`src/rtl/fifo_axis_packer_if.sv`:
```
// Bus bundle for fifo_axis_packer: the FIFO read port, the flush request and the
// AXI4-Stream master beat. The packer connects through "master"; whatever surrounds
// it (FIFO plus downstream sink, or a bench) connects through "slave".
interface fifo_axis_packer_if #(
  parameter int W = 8,
  parameter int N = 4
);
  logic             rd_empty;
  logic [W-1:0]     rd_data;
  logic             rd_en;
  logic             flush;
  logic [N*W-1:0]   m_tdata;
  logic [N-1:0]     m_tkeep;
  logic             m_tlast;
  logic             m_tvalid;
  logic             m_tready;

  modport master (
    input  rd_empty, rd_data, flush, m_tready,
    output rd_en, m_tdata, m_tkeep, m_tlast, m_tvalid
  );

  modport slave (
    output rd_empty, rd_data, flush, m_tready,
    input  rd_en, m_tdata, m_tkeep, m_tlast, m_tvalid
  );
endinterface

```
`src/rtl/fifo_axis_packer.sv`:
```
// Drains a W-bit FIFO read port and packs N consecutive words into one N*W-bit
// AXI4-Stream beat. A flush pulse closes a partial beat with tkeep marking the
// filled lanes and tlast set. One output register slot decouples the accumulator
// from downstream backpressure.
module fifo_axis_packer #(
  parameter int W = 8,
  parameter int N = 4
) (
  input  logic                clk,
  input  logic                reset,
  fifo_axis_packer_if.master  bus
);

  localparam int CW = $clog2(N + 1);
  localparam int AW = N * W;

  logic [AW-1:0] acc;
  logic [CW-1:0] cnt;
  logic          flush_pend;

  logic [AW-1:0] tdata_q;
  logic [N-1:0]  tkeep_q;
  logic          tlast_q;
  logic          tvalid_q;

  logic          slot_free;
  logic          beat_ready;
  logic          xfer;
  logic          pop;
  logic [N-1:0]  keep_mask;
  logic [AW-1:0] data_mask;

  // Transfer/pop decisions and the lane mask for the beat being closed.
  // NOTE: every signal written here gets a default first, so no path leaves it unassigned and no latch is inferred.
  always_comb begin
    keep_mask  = '0;
    data_mask  = '0;
    slot_free  = ~tvalid_q | bus.m_tready;
    beat_ready = (cnt == CW'(N)) | (flush_pend & (cnt != '0));
    xfer       = beat_ready & slot_free;
    // A completing beat may hand over and accept a new word in the same cycle,
    // which is what keeps the stream at one word per clock.
    pop        = ~reset & ~bus.rd_empty & ~flush_pend & ((cnt < CW'(N)) | xfer);
    for (int k = 0; k < N; k++) begin
      keep_mask[k]         = (CW'(k) < cnt);
      data_mask[k*W +: W]  = {W{keep_mask[k]}};
    end
  end

  // Accumulator and lane counter: clear on handover, append the popped word.
  // NOTE: sequential state uses non-blocking assignments so every register samples pre-edge values.
  always_ff @(posedge clk or posedge reset) begin
    if (reset) begin
      acc <= '0;
      cnt <= '0;
    end else if (xfer) begin
      // The word popped alongside a handover starts the next beat in lane 0.
      acc <= pop ? AW'(bus.rd_data) : '0;
      cnt <= pop ? CW'(1) : '0;
    end else if (pop) begin
      for (int k = 0; k < N; k++) begin
        if (cnt == CW'(k)) acc[k*W +: W] <= bus.rd_data;
      end
      cnt <= cnt + CW'(1);
    end
  end

  // Pending flush: held until its beat hands over, or dropped if nothing is buffered.
  always_ff @(posedge clk or posedge reset) begin
    if (reset) begin
      flush_pend <= 1'b0;
    end else if (flush_pend) begin
      // A repeat flush while one is pending merges into it.
      if (xfer | (cnt == '0)) flush_pend <= 1'b0;
    end else if (bus.flush) begin
      flush_pend <= 1'b1;
    end
  end

  // Output slot: load on handover, drop valid once accepted, otherwise hold.
  always_ff @(posedge clk or posedge reset) begin
    if (reset) begin
      tdata_q  <= '0;
      tkeep_q  <= '0;
      tlast_q  <= 1'b0;
      tvalid_q <= 1'b0;
    end else if (xfer) begin
      tdata_q  <= acc & data_mask;
      tkeep_q  <= keep_mask;
      tlast_q  <= flush_pend;
      tvalid_q <= 1'b1;
    end else if (bus.m_tready) begin
      tvalid_q <= 1'b0;
    end
  end

  assign bus.rd_en    = pop;
  assign bus.m_tdata  = tdata_q;
  assign bus.m_tkeep  = tkeep_q;
  assign bus.m_tlast  = tlast_q;
  assign bus.m_tvalid = tvalid_q;

endmodule

```
`src/flat_wrapper.sv`:
```
// flat-port wrapper written by rule: the top's interface ports become plain ports
module fifo_axis_packer_flat 
#(
  parameter int W = 8,
  parameter int N = 4
)
  (clk, reset, bus_rd_empty, bus_rd_data, bus_flush, bus_m_tready, bus_rd_en, bus_m_tdata, bus_m_tkeep, bus_m_tlast, bus_m_tvalid);
  fifo_axis_packer_if #(.W(W), .N(N)) bus_i ();
  input  logic clk;
  input  logic reset;
  input wire logic [$bits(bus_i.rd_empty)-1:0] bus_rd_empty;
  input wire logic [$bits(bus_i.rd_data)-1:0] bus_rd_data;
  input wire logic [$bits(bus_i.flush)-1:0] bus_flush;
  input wire logic [$bits(bus_i.m_tready)-1:0] bus_m_tready;
  output wire logic [$bits(bus_i.rd_en)-1:0] bus_rd_en;
  output wire logic [$bits(bus_i.m_tdata)-1:0] bus_m_tdata;
  output wire logic [$bits(bus_i.m_tkeep)-1:0] bus_m_tkeep;
  output wire logic [$bits(bus_i.m_tlast)-1:0] bus_m_tlast;
  output wire logic [$bits(bus_i.m_tvalid)-1:0] bus_m_tvalid;
  assign bus_i.rd_empty = bus_rd_empty;
  assign bus_i.rd_data = bus_rd_data;
  assign bus_i.flush = bus_flush;
  assign bus_i.m_tready = bus_m_tready;
  assign bus_rd_en = bus_i.rd_en;
  assign bus_m_tdata = bus_i.m_tdata;
  assign bus_m_tkeep = bus_i.m_tkeep;
  assign bus_m_tlast = bus_i.m_tlast;
  assign bus_m_tvalid = bus_i.m_tvalid;
  fifo_axis_packer #(.W(W), .N(N)) u_core (.clk(clk), .reset(reset), .bus(bus_i));
endmodule
```
`config.mk`:
```
export PLATFORM = sky130hd
export DESIGN_NAME = fifo_axis_packer_flat
export DESIGN_NICKNAME = d
export VERILOG_FILES = /design/src/rtl/fifo_axis_packer_if.sv /design/src/rtl/fifo_axis_packer.sv /design/src/flat_wrapper.sv
export SDC_FILE = /design/constraint.sdc
export NUM_CORES = 1
export LEC_CHECK = 0
export CORE_MARGIN = 2
export CORE_UTILIZATION = 40
export DETAILED_ROUTE_END_ITERATION = 10
export GPL_TIMING_DRIVEN = 1
export PLACE_DENSITY = 0.73
export SETUP_SLACK_MARGIN = 0.1
export SLEW_MARGIN = 20
export SYNTH_ARGS = -nofsm -noshare
export SYNTH_HDL_FRONTEND = slang
export SYNTH_SLANG_ARGS = --single-unit
```
`constraint.sdc`:
```
create_clock -name clk -period 2.9 [get_ports clk]
set_clock_uncertainty 0.1 [all_clocks]
set_input_delay 0.725 -clock clk [delete_from_list [all_inputs] [get_ports clk]]
set_output_delay 0.725 -clock clk [all_outputs]
set_load 0.01 [all_outputs]
```
Word level (Yosys, flattened, before mapping)
Cells that the tools add are included.

Add/subtract/negate cells: 1. $mul: 0. Divide/modulo/power cells: 0. Magnitude comparators: 5. Eq/ne operators: 4. Shifts and indexed selects: 0. Muxes and demuxes: 15. Bitwise operators: 14. Reduce and logical (&&, ||, !) cells: 12.

Operators with widths (count): 32-bit two-way mux (2); 8-bit two-way mux (5); 32-bit AND (1); 2-bit nonzero test (6); 2-bit AND reduction (4); 3-bit by 2-bit == test with 1-bit output (second input constant) (2); 1-bit by 3-bit < comparator with 1-bit output (first input constant) (2); 2-bit by 3-bit < comparator with 1-bit output (first input constant) (2); 1-bit two-way mux (6); 3-bit two-way mux (2); 1-bit AND (5); 1-bit NOT (4); 1-bit bitwise OR (4); 3-bit by 1-bit adder with 3-bit output (second input constant) (1); 3-bit by 1-bit == test with 1-bit output (second input constant) (1); 3-bit == test (second input constant) (1); 3-bit zero test (1); 3-bit < comparator (second input constant) (1); 3-bit nonzero test (1).

Flip-flop bits (word level): 74. Latch bits: 0. Memory bits (writable): 0. ROM bits: 0. Bits of input ports: 13. Output and inout bits: 39. Logic and storage cells: 61. Memories: 0.

Logic depth before layout (Yosys ltp)
Word-level depth: 8. Depth in mapped cells: 8. Gate-level depth less buffers: 6.

Worst setup path before layout
Ideal clock, no wire load.

Path type: input to output. Start point: input bus_rd_empty. End point: output bus_rd_en. Arrival: 1.508 ns. Path slack: 0.567 ns. Stages on the path: 3. Path buffers: 1. Cell sequence: nor3_1 -> clkbuf_1 -> nor2b_1.

Longest elaborated chain between the ends: 4.

Ends and longest elaborated chain: from (decl) (RTL line flat_wrapper.sv:11) `input wire logic [$bits(bus_i.rd_empty)-1:0] bus_rd_empty;`; 1-bit NOT (RTL line fifo_axis_packer.sv:43) `pop = ~reset & ~bus.rd_empty & ~flush_pend & ((cnt < CW'(N)) | xfer);`; 1-bit AND (3 in a row) (RTL line fifo_axis_packer.sv:43); to (decl) (RTL line flat_wrapper.sv:15) `output wire logic [$bits(bus_i.rd_en)-1:0] bus_rd_en;`.

No other way between the ends.

Worst setup path after layout
Same ends and word-level chain as after synthesis.

==> metrics <==
Setup-failing EPs final=0; Max Cap Viol=0; number of global-route vias before repair=2379; post-route cell area=3910 um2; highest cell delay on the worst timing path=450 ps; grt ovf=0; Hold Crit Class=reg -> reg; RePlAce Congestion=0.759; CTS Sinks=74; die area=8410 um2; initial antenna violation count=0; Tmin final=2610 ps; Max clock buf depth=2; Worst Setup SP=bus_rd_empty; Die X=91.7 um; Final Util=53.1%; Crit Path Category=in -> out; post-synthesis cell area=3080 um2; crit-path max FO=2; Skew-Pair Late Insertion Delay=340 ps; top cell type's share of synthesized area=60.2%; DIE HEIGHT=91.7 um; 1st-iter DRT viols=201; Yosys cell types=28; ANT cells=0; first-pass GRT wire length=11500 um; pins over their slew limit=0; crit path launch type=primary input; hpwl dp=4810 um; slew of the pin with the lowest slew margin=980 ps; synthesized area per cell=9.74 um2; WP buf/inv=2; vias per std cell=4.95; largest net degree at the start of global routing=41; Seq cells post-synth=74; vias=2367; Pre-Repair DR Iteration Count=4; Root Driver=clkbuf_8; CP cell instances=clkdlybuf4s50_1 > nor3_2 > nor2b_1 > dlygate4sd2_1; slowest CP cell=clkdlybuf4s50_1; final wirelength=6790 um; layout cells sized above 1=8.44%; P&R area growth vs syn=27.1%; largest area contributor in the netlist=dfrtp_1; area post-placement=3740 um2; CP required=2080 ps; Fmax=383 MHz; Peak VDD IR=0.498 mV; Crit. End Element=primary output; Post-Synthesis Net Count=332; Yosys warning total=0; outcome=finished, final reports clean; setup TNS=0 ps; CP arrival=1780 ps; DRC viols=0; power density relative to cell area=937 nW/um2; cell family with the largest share of critical-path delay=buffers and inverters; hold buffer count at cts=0; CTS HTree Levels=3; max_slew headroom=34.5%; Wirelength per Cell=14.2 um; RSZ-0062 raised after global routing=false; Fin. Hold Viols=0; GRT Total Usage=17.4%; Ports=52; Reg2Reg Launch Point=u_core.cnt[1]$_DFFE_PP0P_; register clock-pin slew on the reported worst setup and hold paths=70 ps; largest cells by area after synthesis=dfrtp_1 60%, nand2_1 11%, nand3_1 7.8%, mux2i_1 5.2%, nor2_1 2.8%; hold path start=u_core.bus.m_tdata[14]$_DFFE_PP0P_; CTS Buf Count=9; Starting Density=41.8%; CTS tree=done; Core Area=7370 um2; final period utilization=90.0%; cells after synthesis=316; Seq/Total Area, Yosys=60.2%; post-route ant nets=0; Buffers on Ports=51; Row Count=31; LEAKAGE=1.94 nW; nets=391
-- power breakdown --
group / total (mW) / leakage [nW] / internal [mW] / switching, mW
Clock: 0.705 / 0.0855 / 0.352 / 0.353
Sequential: 1.56 / 1.01 / 1.36 / 0.206
Combinational: 1.40 / 0.842 / 0.559 / 0.838
Total: 3.67 / 1.94 / 2.27 / 1.40
-- layer usage --
| metal | vias to the layer above | part of all wire [%] | GRT usage [%] |
|---|---|---|---|
| met5 | - | 0 | 0 |
| met4 | 0 | 0.68 | 7.84 |
| met3 | 4 | 6.6 | 3.78 |
| met2 | 67 | 49 | 27.9 |
| met1 | 1126 | 43 | 22.6 |
| li1 | 1170 | - | - |
-- cells by family (layout without fill, tap and decap cells) --
| kind of cell | count (synthesis) | in the layout | share of synthesized area (%) |
|---|---|---|---|
| AOI/OAI and AO/OA | 32 | 32 | 5.94 |
| and+or+nand+nor | 170 | 170 | 23.8 |
| adders and majority gates | 3 | 3 | 1.22 |
| muxes | 17 | 17 | 5.57 |
| buffers and inverters | 20 | 83 | 3.29 |
| DFF | 74 | 74 | 60.2 |
-- synthesized netlist by cell type --
library cell  instances
inv_1                 2
dfrtp_1              74
o211ai_2              1
nand3_2               1
ha_1                  3
o21ai_1               1
nor2b_1               2
nand2_1              92
nand2b_1              1
buf_6                 1
a31oi_1               2
and3_1                1
a211oi_1              1
clkinv_1              2
mux2i_1              16
nor4_4                1
buf_4                 3
o211a_1               1
clkbuf_1              6
nor3_1                1
a21oi_1              14
a21o_1                1
nand3_1              48
o21ai_0              10
buf_2                 6
nor2_1               23
mux2_2                1
o21bai_1              1
-- per-stage QoR --
stage                     hold WS (ps)  setup slack [ps]  cells  power (mW)
after floorplan                    366               193    316        2.41
after global placement             352              36.4    463        2.94
after detailed placement           355              16.5    463        2.99
after CTS                          372               327    478        3.70
after global routing               400               262    478        3.96
final                              369               291    478        3.67
-- worst register-to-register path: cells and delay by family (launching register included) --
kind | cells | cell delay, ps
buffers and inverters | 2 | 500
DFF | 1 | 450
adders and majority gates | 1 | 260
and+or+nand+nor | 3 | 230
AOI/OAI and AO/OA | 1 | 770
-- cells in the final DEF (no fill, tap or decap) --
| master | Yosys | final |
|---|---|---|
| nand3_1 | 48 | 48 |
| clkinv_2 | 0 | 1 |
| nor2_1 | 23 | 23 |
| dlygate4sd2_1 | 0 | 1 |
| clkinv_1 | 2 | 2 |
| nor4_4 | 1 | 1 |
| clkbuf_1 | 6 | 2 |
| inv_1 | 2 | 1 |
| a21o_1 | 1 | 1 |
| ha_1 | 3 | 3 |
| dfrtp_1 | 74 | 74 |
| buf_12 | 0 | 1 |
| a21oi_1 | 14 | 14 |
| o21bai_1 | 1 | 1 |
| nand2b_1 | 1 | 1 |
| o211a_1 | 1 | 1 |
| o21ai_0 | 10 | 10 |
| and3_1 | 1 | 1 |
| buf_4 | 3 | 12 |
| clkinvlp_4 | 0 | 1 |
| o21ai_1 | 1 | 1 |
| mux2i_1 | 16 | 16 |
| nor3_2 | 0 | 1 |
| a31oi_1 | 2 | 2 |
| nand3_2 | 1 | 1 |
| mux2_2 | 1 | 1 |
| nor2b_1 | 2 | 2 |
| inv_2 | 0 | 1 |
| o211ai_2 | 1 | 1 |
| a211oi_1 | 1 | 1 |
| clkdlybuf4s50_1 | 0 | 50 |
| clkbuf_8 | 0 | 11 |
| nand2_1 | 92 | 92 |
-- layout make-up --
| class | count | area (um2) |
|---|---|---|
| clock buffers | 13 | 159 |
| clock inverters | 2 | 12.5 |
| fillers | 704 | 3460 |
| inverters | 4 | 15.0 |
| multi-input cells | 222 | 1130 |
| flip-flops and latches | 74 | 1850 |
| well taps | 99 | 124 |
| repair buffers | 64 | 619 |
-- path summary, 6_finish.rpt --
| check | endpoint | slack (ps) | cells after the start |
|---|---|---|---|
| max | bus_rd_en | 290 | 4 |
| min | u_core.bus.m_tdata[14]$_DFFE_PP0P_ | 370 | 2 |
| max reg2reg | u_core.bus.m_tdata[10]$_DFFE_PP0P_ | 540 | 7 |
| min reg2reg | u_core.bus.m_tdata[14]$_DFFE_PP0P_ | 370 | 2 |
| max in group asynchronous | u_core.acc[19]$_DFFE_PP0P_ | 1440 | 4 |
| min in group asynchronous | u_core.flush_pend$_DFF_PP0_ | 900 | 4 |
-- repair_timing --
item / CTS / global route
buffers inserted: 0 / 0
endpoints found under the setup margin: 1 / 0
gates resized for setup: 2 / 0
-- sequential cells by signal (all words and copies together) (netlist names) --
signal / flops
u_core.acc: 32
u_core.bus.m_tdata: 32
u_core.bus.m_tkeep: 4
u_core.bus.m_tlast: 1
u_core.bus.m_tvalid: 1
u_core.cnt: 3
u_core.flush_pend: 1
(Power assumes the default switching activity.)
